**config.mk**
```make
export PLATFORM = sky130hd
export DESIGN_NAME = mult_rr_scheduler
export DESIGN_NICKNAME = d
export VERILOG_FILES = /design/src/rtl/mult_rr_scheduler.sv
export SDC_FILE = /design/constraint.sdc
export NUM_CORES = 1
export LEC_CHECK = 0
export BUFFER_PORTS_ARGS = -buffer_cell sky130_fd_sc_hd__buf_2
export CORE_AREA = 2 2 157 159
export CTS_CLUSTER_DIAMETER = 80
export DETAILED_ROUTE_END_ITERATION = 10
export DIE_AREA = 0 0 159 161
export GPL_TIMING_DRIVEN = 0
export MAX_ROUTING_LAYER = met4
export PLACE_DENSITY = 0.55
export SLEW_MARGIN = 10
export SYNTH_ARGS = -nofsm -noshare
export SYNTH_HDL_FRONTEND = slang
export SYNTH_SLANG_ARGS = --single-unit
```
**constraint.sdc**
```tcl
create_clock -name clock -period 2.39 [get_ports clock]
set_clock_uncertainty 0.2 [all_clocks]
set_input_delay 0.239 -clock clock [delete_from_list [all_inputs] [get_ports clock]]
set_output_delay 0.239 -clock clock [all_outputs]
set_load 0.005 [all_outputs]
```
**src/rtl/mult_rr_scheduler.sv**
```systemverilog
// mult_rr_scheduler
// Shares one start/valid multiplier among NREQ requesters. Requests are
// served round-robin, one job in flight at a time. A watchdog aborts jobs
// whose product never arrives and reports them with err.
//
// Ports:
//   clock, reset_n     rising-edge clock, asynchronous active-low reset
//   req                per-requester request level
//   req_a, req_b       packed operands, requester i at [i*WIDTH +: WIDTH]
//   gnt                one-hot pulse, the requester's operands were captured
//   done               one-hot pulse, result/err are valid this cycle
//   result             product of the last completed job, held until next done
//   err                high together with done when the job timed out
//   mul_in1, mul_in2   operands to the multiplier, held from grant to grant
//   mul_S              one-cycle start pulse to the multiplier
//   mul_V, mul_data    one-cycle product-valid pulse and product from multiplier
module mult_rr_scheduler #(
  parameter int NREQ    = 4,
  parameter int WIDTH   = 32,
  parameter int TIMEOUT = 1024
) (
  input  logic                  clock,
  input  logic                  reset_n,
  input  logic [NREQ-1:0]       req,
  input  logic [NREQ*WIDTH-1:0] req_a,
  input  logic [NREQ*WIDTH-1:0] req_b,
  output logic [NREQ-1:0]       gnt,
  output logic [NREQ-1:0]       done,
  output logic [WIDTH-1:0]      result,
  output logic                  err,
  output logic [WIDTH-1:0]      mul_in1,
  output logic [WIDTH-1:0]      mul_in2,
  output logic                  mul_S,
  input  logic                  mul_V,
  input  logic [WIDTH-1:0]      mul_data
);

  localparam int IW = $clog2(NREQ);
  localparam int TW = $clog2(TIMEOUT + 1);

  typedef enum logic [1:0] {IDLE, ISSUE, WAIT, RESP} state_t;

  state_t          state;
  logic [IW-1:0]   ptr;
  logic [IW-1:0]   idx;
  logic [IW-1:0]   sel;
  logic            found;
  logic [TW-1:0]   timer;

  // Round-robin pick: scan ptr, ptr+1, ... wrapping at NREQ and take the
  // first requester that is asking. The candidate index is kept one bit
  // wider so the wrap can be done by a single subtraction.
  always_comb begin
    logic [IW:0] cand;
    sel   = '0;
    found = 1'b0;
    cand  = '0;
    for (int k = 0; k < NREQ; k++) begin
      cand = {1'b0, ptr} + (IW+1)'(k);
      if (cand >= (IW+1)'(NREQ))
        cand = cand - (IW+1)'(NREQ);
      if (!found && req[cand[IW-1:0]]) begin
        found = 1'b1;
        sel   = cand[IW-1:0];
      end
    end
  end

  // Job sequencer: grant and start in one cycle, wait for the product under
  // the watchdog, report for one cycle, then move the pointer past the
  // requester just served. A valid pulse outside WAIT is a leftover from an
  // aborted job and is deliberately ignored.
  always_ff @(posedge clock or negedge reset_n) begin
    if (!reset_n) begin
      state   <= IDLE;
      gnt     <= '0;
      done    <= '0;
      err     <= 1'b0;
      mul_S   <= 1'b0;
      result  <= '0;
      mul_in1 <= '0;
      mul_in2 <= '0;
      ptr     <= '0;
      idx     <= '0;
      timer   <= '0;
    end else begin
      case (state)
        IDLE: begin
          if (found) begin
            idx      <= sel;
            mul_in1  <= req_a[sel*WIDTH +: WIDTH];
            mul_in2  <= req_b[sel*WIDTH +: WIDTH];
            gnt      <= '0;
            gnt[sel] <= 1'b1;
            mul_S    <= 1'b1;
            state    <= ISSUE;
          end
        end
        ISSUE: begin
          gnt   <= '0;
          mul_S <= 1'b0;
          timer <= '0;
          state <= WAIT;
        end
        WAIT: begin
          // A product arriving on the timeout edge still wins.
          if (mul_V) begin
            result    <= mul_data;
            done[idx] <= 1'b1;
            err       <= 1'b0;
            state     <= RESP;
          end else if (timer == TW'(TIMEOUT - 1)) begin
            result    <= '0;
            done[idx] <= 1'b1;
            err       <= 1'b1;
            state     <= RESP;
          end else begin
            timer <= timer + 1'b1;
          end
        end
        RESP: begin
          done  <= '0;
          err   <= 1'b0;
          ptr   <= (idx == IW'(NREQ - 1)) ? '0 : idx + 1'b1;
          state <= IDLE;
        end
        default: state <= IDLE;
      endcase
    end
  end

endmodule

```
**After elaboration in Yosys (flattened, before gate mapping)**

Index checks and enable logic that the tools add are counted.
Widths: inputs -> output; s select.

- Add/sub/neg operators: 9
- $lt $le $gt $ge: 12
- Equal/unequal tests: 9
- Shifts and indexed selects: 2
- Mux-type cells: 44
- Bitwise logic cells: 1
- Reduce and logical (&&, ||, !) cells: 19

Operators by type and width:

| cell | number |
|---|---|
| $shiftx 128x8->32 | 2 |
| $mux 32 | 2 |
| $mux 2 | 12 |
| $mux 11 | 2 |
| $pmux 11 s2 | 1 |
| $lt 2x3->1 const B | 6 |
| $pmux 4 s2 | 2 |
| $mux 1 | 13 |
| $mux 4 | 3 |
| $add 11x1->11 const B | 1 |
| $eq 11x10->1 const B | 1 |
| $reduce_and 2->1 | 5 |
| $ge 3x3->1 const B | 3 |
| $bmux 1 s2 | 4 |
| $pmux 2 s4 | 1 |
| $reduce_bool 2->1 | 4 |
| $sub 2x1->2 const B | 4 |
| $add 2x2->3 const B | 2 |
| $eq 2x2->1 const B | 3 |
| $ne 2x2->1 const B | 3 |
| $logic_and 1x1->1 | 5 |
| $demux 1 s2 | 2 |
| $ge 2x1->1 const B | 2 |
| $or 4x4->4 | 1 |
| 9 further kinds | 12 |

- Flip-flop bits (word level): 123
- Input bits: 295
- Output and inout bits: 106
- Logic and storage cells: 107

**Longest topological paths before layout**

Gate-level depths: netlist of the first run.

- Depth after elaboration: 20
- Depth in mapped cells: 9
- Mapped depth without buffers: 7

**Worst setup path before layout of the first run**

No wires, ideal clock.

- Path kind: register to register
- From: register timer[0]
- To: register state[1]
- Setup time: 0.128 ns
- Arrival: 1.795 ns
- Data required time: 2.062 ns
- Path slack: 0.267 ns
- Stages on the path, launching flop included: 7
- Buffers on the path: 0
- Period minus slack after synthesis: 2.123 ns
- Cells stage by stage: dfrtp_1 -> ha_1 -> nand3_1 -> nor4_2 -> nor2b_1 -> a21oi_1 -> mux2_1

- Longest elaborated chain between the ends: 3

RTL lines:

| what | line | source |
|---|---|---|
| start: declaration | 48 | `logic [TW-1:0] timer;` |
| start signal: assignment | 118 | `timer <= timer + 1'b1;` |
| $eq 11x10->1 | 112 | `end else if (timer == TW'(TIMEOUT - 1)) begin` |
| $ne 3x3->1 (no line) | n/a |  |
| $reduce_and 2->1 (no line) | n/a |  |
| end signal: assignment | 111 | `state <= RESP;` |
| end signal: assignment | 116 | `state <= RESP;` |
| end signal: assignment | 125 | `state <= IDLE;` |
| end: declaration | 43 | `state_t state;` |

Every way passes these cells.
A chain may end at the register's enable or synchronous reset.

**Worst setup path in the final report of the first run**

- From: register state[0]
- To: register mul_in1[0]

- Longest elaborated chain between the ends: 2

RTL lines:

| what | line | source |
|---|---|---|
| start signal: assignment | 75 | `state <= IDLE;` |
| start signal: assignment | 96 | `state <= ISSUE;` |
| start signal: assignment | 103 | `state <= WAIT;` |
| $logic_not 2->1 | 87 | `case (state)` |
| $reduce_and 2->1 (no line) | n/a |  |
| end signal: assignment | 91 | `mul_in1 <= req_a[sel*WIDTH +: WIDTH];` |
| end: declaration | 31 | `output logic [WIDTH-1:0] mul_in1,` |

Every way passes these cells.

==> reports/results.txt, run 1 <==
Synth async-reset ratio = 100%
Die Span X = 159 µm
PwrDens = 1030 nW/µm²
Rel. slew slack = 44.4%
Syn-to-layout area delta = 76.9%
Final wirelength = 30.5 mm
Commonest non-fill, non-tap cell in the layout = buf_2
Num CTS Buffers = 17
Core Util, Final = 50.5%
Seq/Total Area, Yosys = 45.0%
Antenna Nets Post-Route = 0
Drt initial violations = 377
Status = completed
Post-synth top flop = dfrtp_1
Hold Path Class = in -> reg
# DRC = 0
Slew Viols, Final = 0
Grt total ovfl = 0
Gp weighted congestion = 0.907
H-tree depth = 4
Most frequent cells in the layout = buf_2, dlygate4sd3_1, dfrtp_1
Mapped Cells = 672
Root Driver = clkbuf_16
Avg Inst Size Synth = 10.2 µm²
Yosys warning count = 0
Final Cycle Share = 95.6%
Syn_nets = 977
First-pass GRT wire length = 46.5 mm
Fillers = 2244
Critical Path RT = 2.48 ns
Post-synth EDFFs = 0
Port Buf Inserts = 400
Row count = 57
Initial antenna violation count = 3
R2R Setup Slk = 0.10 ns
CTS sink cnt = 123
Core ar. = 24000 µm²
Max IR drop VDD = 0.000417 V
# nets final = 1603
Min-delay src = req_b[70]
MaxCap Viol Count = 0
IO Count = 401
CTS tree = built
Leakage = 5.94 nW
Largest net degree at the start of global routing = 64
Critical path data arrival time = 2.38 ns
WHS = 0.00335 ns
Slew @ Worst Pin = 0.827 ns
Clock latency on the worst-skew pair = 0.41 ns
Initial Util = 28.5%
Max Fclk = 437 MHz
Maximum net fanout on the critical path = 10
Min cycle time layout = 2.29 ns
Die area = 25600 µm²
R2r endpoint = mul_in1[0]$_DFFE_PN0P_
GRT Total Usage = 23.9%
Vias/cell = 4.88
Maximum clock path buffer count = 2
Chip height = 161 µm
Vias in the first global route = 8416
Drt pass-1 iters = 5
Hold path cells = 3
Worst reg2reg startpoint = state[0]$_DFFE_PN0P_
Post-DP HPWL = 21.7 mm
Layout cell share with drive strength beyond 1 = 38.9%
Cell variety after synth = 48
Hold Fails Final Rpt = 0
Worst-path clk slew = 0.06 ns
Cell Area, Synth = 6840 µm²
CP Launch Type = flip-flop
Flops & latches, synth = 123
# setup viols final = 0
Hold EP = mul_in2[6]$_DFFE_PN0P_
Reg2Reg Depth = 8
Wire length per cell = 18.6 µm
Setup Crit Path Kind = reg -> reg
Via count = 7987
Crit path capture type = flip-flop
cells in the mapped netlist (2+ instances only):
cell / instances / area share (%)
a211oi_1: 73 / 8.0
a21o_1: 2 / 0.22
a21oi_1: 13 / 0.95
a22o_1: 36 / 4.6
a32o_1: 4 / 0.59
and2_1: 4 / 0.37
and3_1: 73 / 6.7
buf_2: 19 / 1.4
buf_4: 11 / 1.2
buf_6: 3 / 0.49
clkbuf_1: 28 / 1.5
dfrtp_1: 123 / 45
ha_1: 10 / 1.8
inv_1: 9 / 0.49
mux2i_1: 59 / 8.6
nand2_1: 45 / 2.5
nand2b_1: 3 / 0.27
nand3_1: 4 / 0.29
nand4_1: 2 / 0.18
nor2_1: 45 / 2.5
nor2b_1: 7 / 0.64
nor3_1: 24 / 1.8
nor3_2: 14 / 2.1
nor4_2: 2 / 0.37
o21ai_0: 6 / 0.44
o221ai_1: 28 / 3.6
or3_1: 2 / 0.18
xnor2_1: 3 / 0.38
worst max-delay path: stages (launching register included):
cell and delay, ns:
dfrtp_1 0.42, inv_1 0.18, ha_4 0.22, nor2b_1 0.14, buf_4 0.19, nand3_4 0.18
buf_4 0.25, a211oi_1 0.31, nor3_2 0.07
layer usage:
metal / GRT usage [%] / up-vias / wire length, µm
met5: - / - / 0
met3: 6.09 / 42 / 2140
met4: 7.36 / 0 / 584
li1: - / 3790 / -
met1: 26.0 / 3791 / 11800
met2: 42.9 / 364 / 15900
where the power goes:
part	switching, mW	internal [mW]
Sequential	0.569	3.07
Clock	0.997	1.57
Combinational	3.34	2.88
final cells by class:
type / count / area (µm²) / share of cell area, %
repair buffers: 608 / 4110 / 34.0
clock inverters: 13 / 141 / 1.17
plain buffers: 60 / 344 / 2.85
well taps: 324 / 405 / 3.35
clock buffers: 19 / 443 / 3.66
inverters: 9 / 33.8 / 0.279
multi-input cells: 479 / 3530 / 29.2
diodes: 3 / 7.51 / 0.0621
flip-flops and latches: 123 / 3080 / 25.5
registers in the layout, indices dropped and copies added, names as in the netlist:
register  flops
mul_in2      32
ptr           2
gnt           4
state         2
done          4
idx           2
err           1
result       32
mul_in1      32
mul_S         1
timer        11
timing repair:
| item | CTS | global route |
|---|---|---|
| pin swaps | 3 | 2 |
| endpoints found under the setup margin | 95 | 84 |
| hold endpoints to repair | 156 | 0 |
| gates resized for setup | 18 | 23 |
| setup buffers | 1 | 0 |
| hold buffers | 206 | 0 |
logic make-up (layout without fill, tap and decap cells):
family	after synthesis	in the layout	synth area share, %
fa+ha+maj	10	10	1.83
mux	61	61	8.97
other cells	0	3	0
flops	123	123	45.0
buf+inv	70	709	5.13
xor+xnor	4	4	0.513
compound gates	174	174	20.1
simple gates	230	230	18.4
worst max path at each step:
stage,cells after the start,slack [ns],end,startpoint
after floorplan,6,0.27,state[1]$_DFFE_PN0P_,timer[0]$_DFFE_PN0P_
after global placement,1,-0.94,mul_in1[15]$_DFFE_PN0P_,reset_n
after detailed placement,8,-0.43,mul_in2[7]$_DFFE_PN0P_,ptr[1]$_DFFE_PN0P_
after CTS,8,0.005,mul_in2[7]$_DFFE_PN0P_,ptr[1]$_DFFE_PN0P_
after global routing,8,-0.008,mul_in2[18]$_DFFE_PN0P_,state[0]$_DFFE_PN0P_
final,8,0.10,mul_in1[0]$_DFFE_PN0P_,state[0]$_DFFE_PN0P_
through the flow:
stage          worst slack [ns]  power, mW  instance area, µm²  instances  setup TNS, ns
3_5_place_dp             -0.429       9.41                9280       1397         -16.08
2_1_floorplan             0.267       7.03                6840        672              0
4_1_cts                 0.00494       12.4               12000       1635              0
5_1_grt                -0.00840       13.3               12100       1638       -0.00840
3_3_place_gp             -0.939       9.36                9240       1396        -129.06
6_report                  0.104       12.4               12100       1638              0
Note: power is estimated with default switching activity, not from simulation.
==> run 2, diff against run 1 <==
--- a/config.mk
+++ b/config.mk
@@ -13,6 +13,7 @@
 export GPL_TIMING_DRIVEN = 0
 export MAX_ROUTING_LAYER = met4
 export PLACE_DENSITY = 0.55
+export RECOVER_POWER = 50
 export SLEW_MARGIN = 10
 export SYNTH_ARGS = -nofsm -noshare
 export SYNTH_HDL_FRONTEND = slang
==> run 2 against run 1 <==
Final area fell by 0.81%. Sequential cell count unchanged. Critical path depth unchanged. Core utilization down 0.41 points. The run now ends with max-capacitance violations, max-slew violations left. Die area unchanged. Clock power about the same. Final cell count unchanged. Sequential share of layout area rose by 0.21 points. Fmax rose by 1.2%. Largest power group unchanged. Setup slack improved by 0.027 ns.
==> reports/results.txt, run 2 (synthesis results as in run 1) <==
Rel. slew slack = -8.78%
Maximum net fanout on the critical path = 10
Setup Crit Path Kind = reg -> reg
Crit path capture type = flip-flop
Core ar. = 24000 µm²
Setup TNS = 0 ns
Post-DP HPWL = 21.7 mm
Vias in the first global route = 8416
Critical Path RT = 2.48 ns
Hold Fails Final Rpt = 0
First-pass GRT wire length = 46.5 mm
CP Launch Type = flip-flop
Reg2Reg Depth = 8
Worst-path clk slew = 0.06 ns
Drt pass-1 iters = 5
# nets final = 1603
Most frequent cells in the layout = buf_2, dlygate4sd3_1, dfrtp_1
PwrDens = 1020 nW/µm²
R2r endpoint = mul_in1[31]$_DFFE_PN0P_
Num CTS Buffers = 17
Worst reg2reg startpoint = state[0]$_DFFE_PN0P_
Leakage = 5.71 nW
Placed instance count = 1397
Grt total ovfl = 0
CTS tree = built
Status = complete, but fails checks
Die area = 25600 µm²
Hold path cells = 3
Syn-to-layout area delta = 75.5%
Failing checks = max-capacitance violations, max-slew violations
Root Driver = clkbuf_16
Largest net degree at the start of global routing = 64
# DRC = 0
Min cycle time layout = 2.26 ns
H-tree depth = 4
Slew Viols, Final = 61
MaxCap Viol Count = 1
Final wirelength = 30.5 mm
Initial Util = 28.5%
Row count = 57
Fillers = 2289
Drt initial violations = 403
Chip height = 161 µm
Vias/cell = 4.89
Antenna Nets Post-Route = 0
CTS sink cnt = 123
Max IR drop VDD = 0.000419 V
Initial antenna violation count = 3
Hold EP = mul_in2[9]$_DFFE_PN0P_
Commonest non-fill, non-tap cell in the layout = buf_2
Die Span X = 159 µm
Max Fclk = 443 MHz
Layout cell share with drive strength beyond 1 = 33.3%
# setup viols final = 0
Non-Filler Instances = 1638
R2R Setup Slk = 0.13 ns
IO Count = 401
Slew @ Worst Pin = 1.63 ns
Final Cycle Share = 94.5%
Clock latency on the worst-skew pair = 0.41 ns
Largest registers = mul_in1 (32), mul_in2 (32), result (32)
Gp weighted congestion = 0.907
GRT Total Usage = 23.9%
Via count = 8005
Wire length per cell = 18.6 µm
Min-delay src = req_b[73]
Maximum clock path buffer count = 2
Critical path data arrival time = 2.35 ns
Port Buf Inserts = 400
Hold Path Class = in -> reg
-- run 2: cell count changes in the layout (fill, tap and decap cells not counted) --
cell	previous run	this run
buf_2	410	337
buf_6	6	5
clkbuf_1	24	97
clkbuf_2	3	4
-- run 2: worst max-delay path: stages (launching register included) --
cell,delay (ns)
dfrtp_1,0.42
inv_1,0.18
ha_4,0.22
nor2b_1,0.14
buf_4,0.20
nand3_4,0.18
buf_4,0.25
a211oi_1,0.28
nor3_2,0.07
-- run 2: worst max path at each step --
stage                          from                      end  slack [ns]
2_1_floorplan  timer[0]$_DFFE_PN0P_     state[1]$_DFFE_PN0P_        0.27
3_3_place_gp                reset_n  mul_in1[15]$_DFFE_PN0P_       -0.94
3_5_place_dp     ptr[1]$_DFFE_PN0P_   mul_in2[7]$_DFFE_PN0P_       -0.43
4_1_cts          ptr[1]$_DFFE_PN0P_   mul_in2[7]$_DFFE_PN0P_       0.005
5_1_grt        state[0]$_DFFE_PN0P_  mul_in2[18]$_DFFE_PN0P_      -0.008
6_report       state[0]$_DFFE_PN0P_  mul_in1[31]$_DFFE_PN0P_        0.13
-- run 2: per-stage QoR --
stage	setup WS (ns)	util [%]	hold WS (ns)	instance area, µm²	total power [mW]
after floorplan	0.267	-	-0.257	6840	7.03
after global placement	-0.939	38.6	0.262	9240	9.36
after detailed placement	-0.429	38.7	0.0647	9280	9.41
after CTS	0.00494	50.1	0.00163	12000	12.4
after global routing	-0.00840	50.0	0.00437	12000	13.2
final	0.131	50.0	0.00217	12000	12.3
-- run 2: power by group --
part           switching (mW)  leakage [nW]  total, mW  internal [mW]
sequential              0.585          1.51       3.65           3.07
clock                    1.00         0.268       2.57           1.57
combinational            3.34          3.93       6.06           2.72
-- run 2: what timing repair did --
action	CTS	global route
buffers inserted	1	0
hold buffers	206	0
pin swaps	3	2
cloned	0	0
endpoints found under the setup margin	95	84
resized for setup	18	23
hold endpoints to repair	156	0
-- run 2: layout make-up --
cell class	count	area, µm²	share of cell area [%]
timing repair buffer	608	4010	33.4
multi-input combinational	479	3530	29.5
sequential	123	3080	25.7
clock buffer	19	443	3.69
tap	324	405	3.38
buffer	60	344	2.87
clock inverter	13	141	1.18
inverter	9	33.8	0.282
antenna	3	7.51	0.0626
-- run 2: routing by layer --
layer | up-vias | wire [µm] | share of wire (%) | GRT usage, %
li1 | 3791 | - | - | -
met3 | 44 | 2070 | 6.8 | 6.09
met5 | - | 0 | 0 | -
met4 | 0 | 617 | 2.0 | 7.36
met2 | 364 | 15900 | 52 | 42.9
met1 | 3806 | 11900 | 39 | 26.0
==> run 3, diff against run 2 <==
--- a/config.mk
+++ b/config.mk
@@ -6,13 +6,15 @@
 export NUM_CORES = 1
 export LEC_CHECK = 0
 export BUFFER_PORTS_ARGS = -buffer_cell sky130_fd_sc_hd__buf_2
-export CORE_AREA = 2 2 157 159
+export CELL_PAD_IN_SITES_DETAIL_PLACEMENT = 2
+export CELL_PAD_IN_SITES_GLOBAL_PLACEMENT = 2
+export CORE_MARGIN = 2
+export CORE_UTILIZATION = 25
 export CTS_CLUSTER_DIAMETER = 80
 export DETAILED_ROUTE_END_ITERATION = 10
-export DIE_AREA = 0 0 159 161
 export GPL_TIMING_DRIVEN = 0
 export MAX_ROUTING_LAYER = met4
-export PLACE_DENSITY = 0.55
+export PLACE_DENSITY = 0.8
 export RECOVER_POWER = 50
 export SLEW_MARGIN = 10
 export SYNTH_ARGS = -nofsm -noshare
==> run 3 against run 2 <==
Sequential power increased by 4%. The flow finishes with violations (negative hold slack, max-capacitance violations, max-slew violations). Sequential share of layout area decreased by 0.55 points. Non-clock buffer count increased by 7. Global-route usage increased by 5.1 points. Sequential cell count unchanged. Die area increased by 12%. Critical path depth unchanged. Highest routed layer unchanged.
==> reports/results.txt, run 3 (synthesis results as in run 1) <==
WHS = -0.00536 ns
Max IR drop VDD = 0.000363 V
Hold path cells = 3
Multi-input logic area = 3710 µm²
Port Buf Inserts = 400
Metal2 WL = 22.5 mm
Row count = 60
# setup viols final = 0
Commonest non-fill, non-tap cell in the layout = buf_2
CTS tree = built
Reg2Reg Depth = 8
Worst-path clk slew = 0.06 ns
GRT Total Usage = 29.0%
Cell Area, Placed = 9300 µm²
H-tree depth = 4
Maximum net fanout on the critical path = 10
Num CTS Buffers = 17
Chip height = 169 µm
Wire length per cell = 25.1 µm
DP Worst Slack = -0.414 ns
Top sig layer = met4
Root Driver = clkbuf_16
Hold Path Class = in -> reg
Post-route cell area = 12300 µm²
PwrDens = 1070 nW/µm²
CP Launch Type = flip-flop
Maximum clock path buffer count = 2
Final setup margin = 0.0797 ns
Crit path capture type = flip-flop
FF/Latch Area = 3080 µm²
CTS sink cnt = 123
Slew Viols, Final = 62
Leakage = 5.76 nW
Die Span X = 169 µm
Grt total ovfl = 0
Post-DP HPWL = 25.8 mm
Max Fclk = 433 MHz
Drt initial violations = 436
Vias in the first global route = 10100
Initial Util = 25.4%
Vias/cell = 5.10
Largest net degree at the start of global routing = 63
Setup Crit Path Kind = reg -> reg
Largest registers = mul_in1 (32), mul_in2 (32), result (32)
Critical Path RT = 2.47 ns
Gp weighted congestion = 0.832
Tot Pwr = 13.2 mW
Fillers = 2892
Status = complete, but fails checks
Critical path data arrival time = 2.39 ns
Initial antenna violation count = 9
Antenna Nets Post-Route = 0
Min cycle time layout = 2.31 ns
Final wirelength = 41.8 mm
Syn-to-layout area delta = 79.4%
Layout cell share with drive strength beyond 1 = 35.8%
Die area = 28700 µm²
Rel. slew slack = -3.98%
IO Count = 401
# DRC = 0
Slew @ Worst Pin = 1.56 ns
Via count = 8509
# nets final = 1610
Final Cycle Share = 96.7%
Hold Fails Final Rpt = 2
MaxCap Viol Count = 1
Most frequent cells in the layout = buf_2, dlygate4sd3_1, dfrtp_1
Core ar. = 26900 µm²
Clock latency on the worst-skew pair = 0.42 ns
Failing checks = negative hold slack, max-capacitance violations, max-slew violations
Routed met1 length = 15.1 mm
DR WL met3 = 2.63 mm
Core Util, Final = 45.6%
Drt pass-1 iters = 5
First-pass GRT wire length = 60.7 mm
run 3: cell count changes in the layout (fill, tap and decap cells not counted), sizes merged:
cell	delta
clkbuf	+7
clkinvlp	-3
diode	+6
dlygate4sd3	+3
bufinv	-1
buf	-5
clkinv	+6
run 3: final cells by class:
type | count | area share [%]
Timing Repair Buffer | 615 | 33.1
Multi-Input combinational cell | 479 | 30.2
Sequential cell | 123 | 25.1
Tap cell | 341 | 3.48
Clock buffer | 17 | 3.47
Buffer | 60 | 3.09
Clock inverter | 15 | 1.03
Inverter | 9 | 0.276
Antenna cell | 9 | 0.184
run 3: critical path, cell delays in order (launching register included):
cell and delay [ns]:
dfrtp_2 0.40, nand2_1 0.09, a221o_1 0.40, and2_1 0.18, buf_2 0.16, buf_8 0.16, buf_12 0.16, mux2i_1 0.24
o221ai_1 0.18
run 3: final timing paths:
kind	start	slack, ns	end
max	ptr[1]$_DFFE_PN0P_	0.08	mul_in1[1]$_DFFE_PN0P_
max reg2reg	ptr[1]$_DFFE_PN0P_	0.08	mul_in1[1]$_DFFE_PN0P_
min	req_a[92]	-0.005	mul_in1[28]$_DFFE_PN0P_
min in group asynchronous	reset_n	0.54	mul_in1[30]$_DFFE_PN0P_
min reg2reg	result[23]$_DFFE_PN0P_	0.31	result[23]$_DFFE_PN0P_
max in group asynchronous	reset_n	0.40	ptr[1]$_DFFE_PN0P_
run 3: timing repair:
item,4_1_cts,5_1_grt
setup buffers,1,4
setup endpoints to repair,96,98
pin swaps,2,2
hold buffers,209,0
endpoints found under the hold margin,157,0
resized for setup,26,66
cloned,0,0
run 3: power by group:
| part | leakage, nW | switching (mW) | total (mW) | internal [mW] |
|---|---|---|---|---|
| combinational | 3.98 | 3.98 | 6.86 | 2.88 |
| clock | 0.269 | 1.08 | 2.51 | 1.43 |
| sequential | 1.51 | 0.723 | 3.80 | 3.07 |
| total | 5.76 | 5.78 | 13.2 | 7.38 |
run 3: layer usage:
| metal | global-route usage (%) | vias to the layer above |
|---|---|---|
| li1 | - | 3803 |
| met1 | 28.6 | 4214 |
| met2 | 53.6 | 392 |
| met3 | 7.18 | 100 |
| met4 | 13.2 | 0 |
| met5 | - | - |
run 3: through the flow:
stage                     setup TNS (ns)  cells
final                                  0   1668
after global routing             -0.0476   1668
after CTS                              0   1655
after detailed placement          -21.12   1414
after global placement           -140.79   1413
after floorplan                        0    672
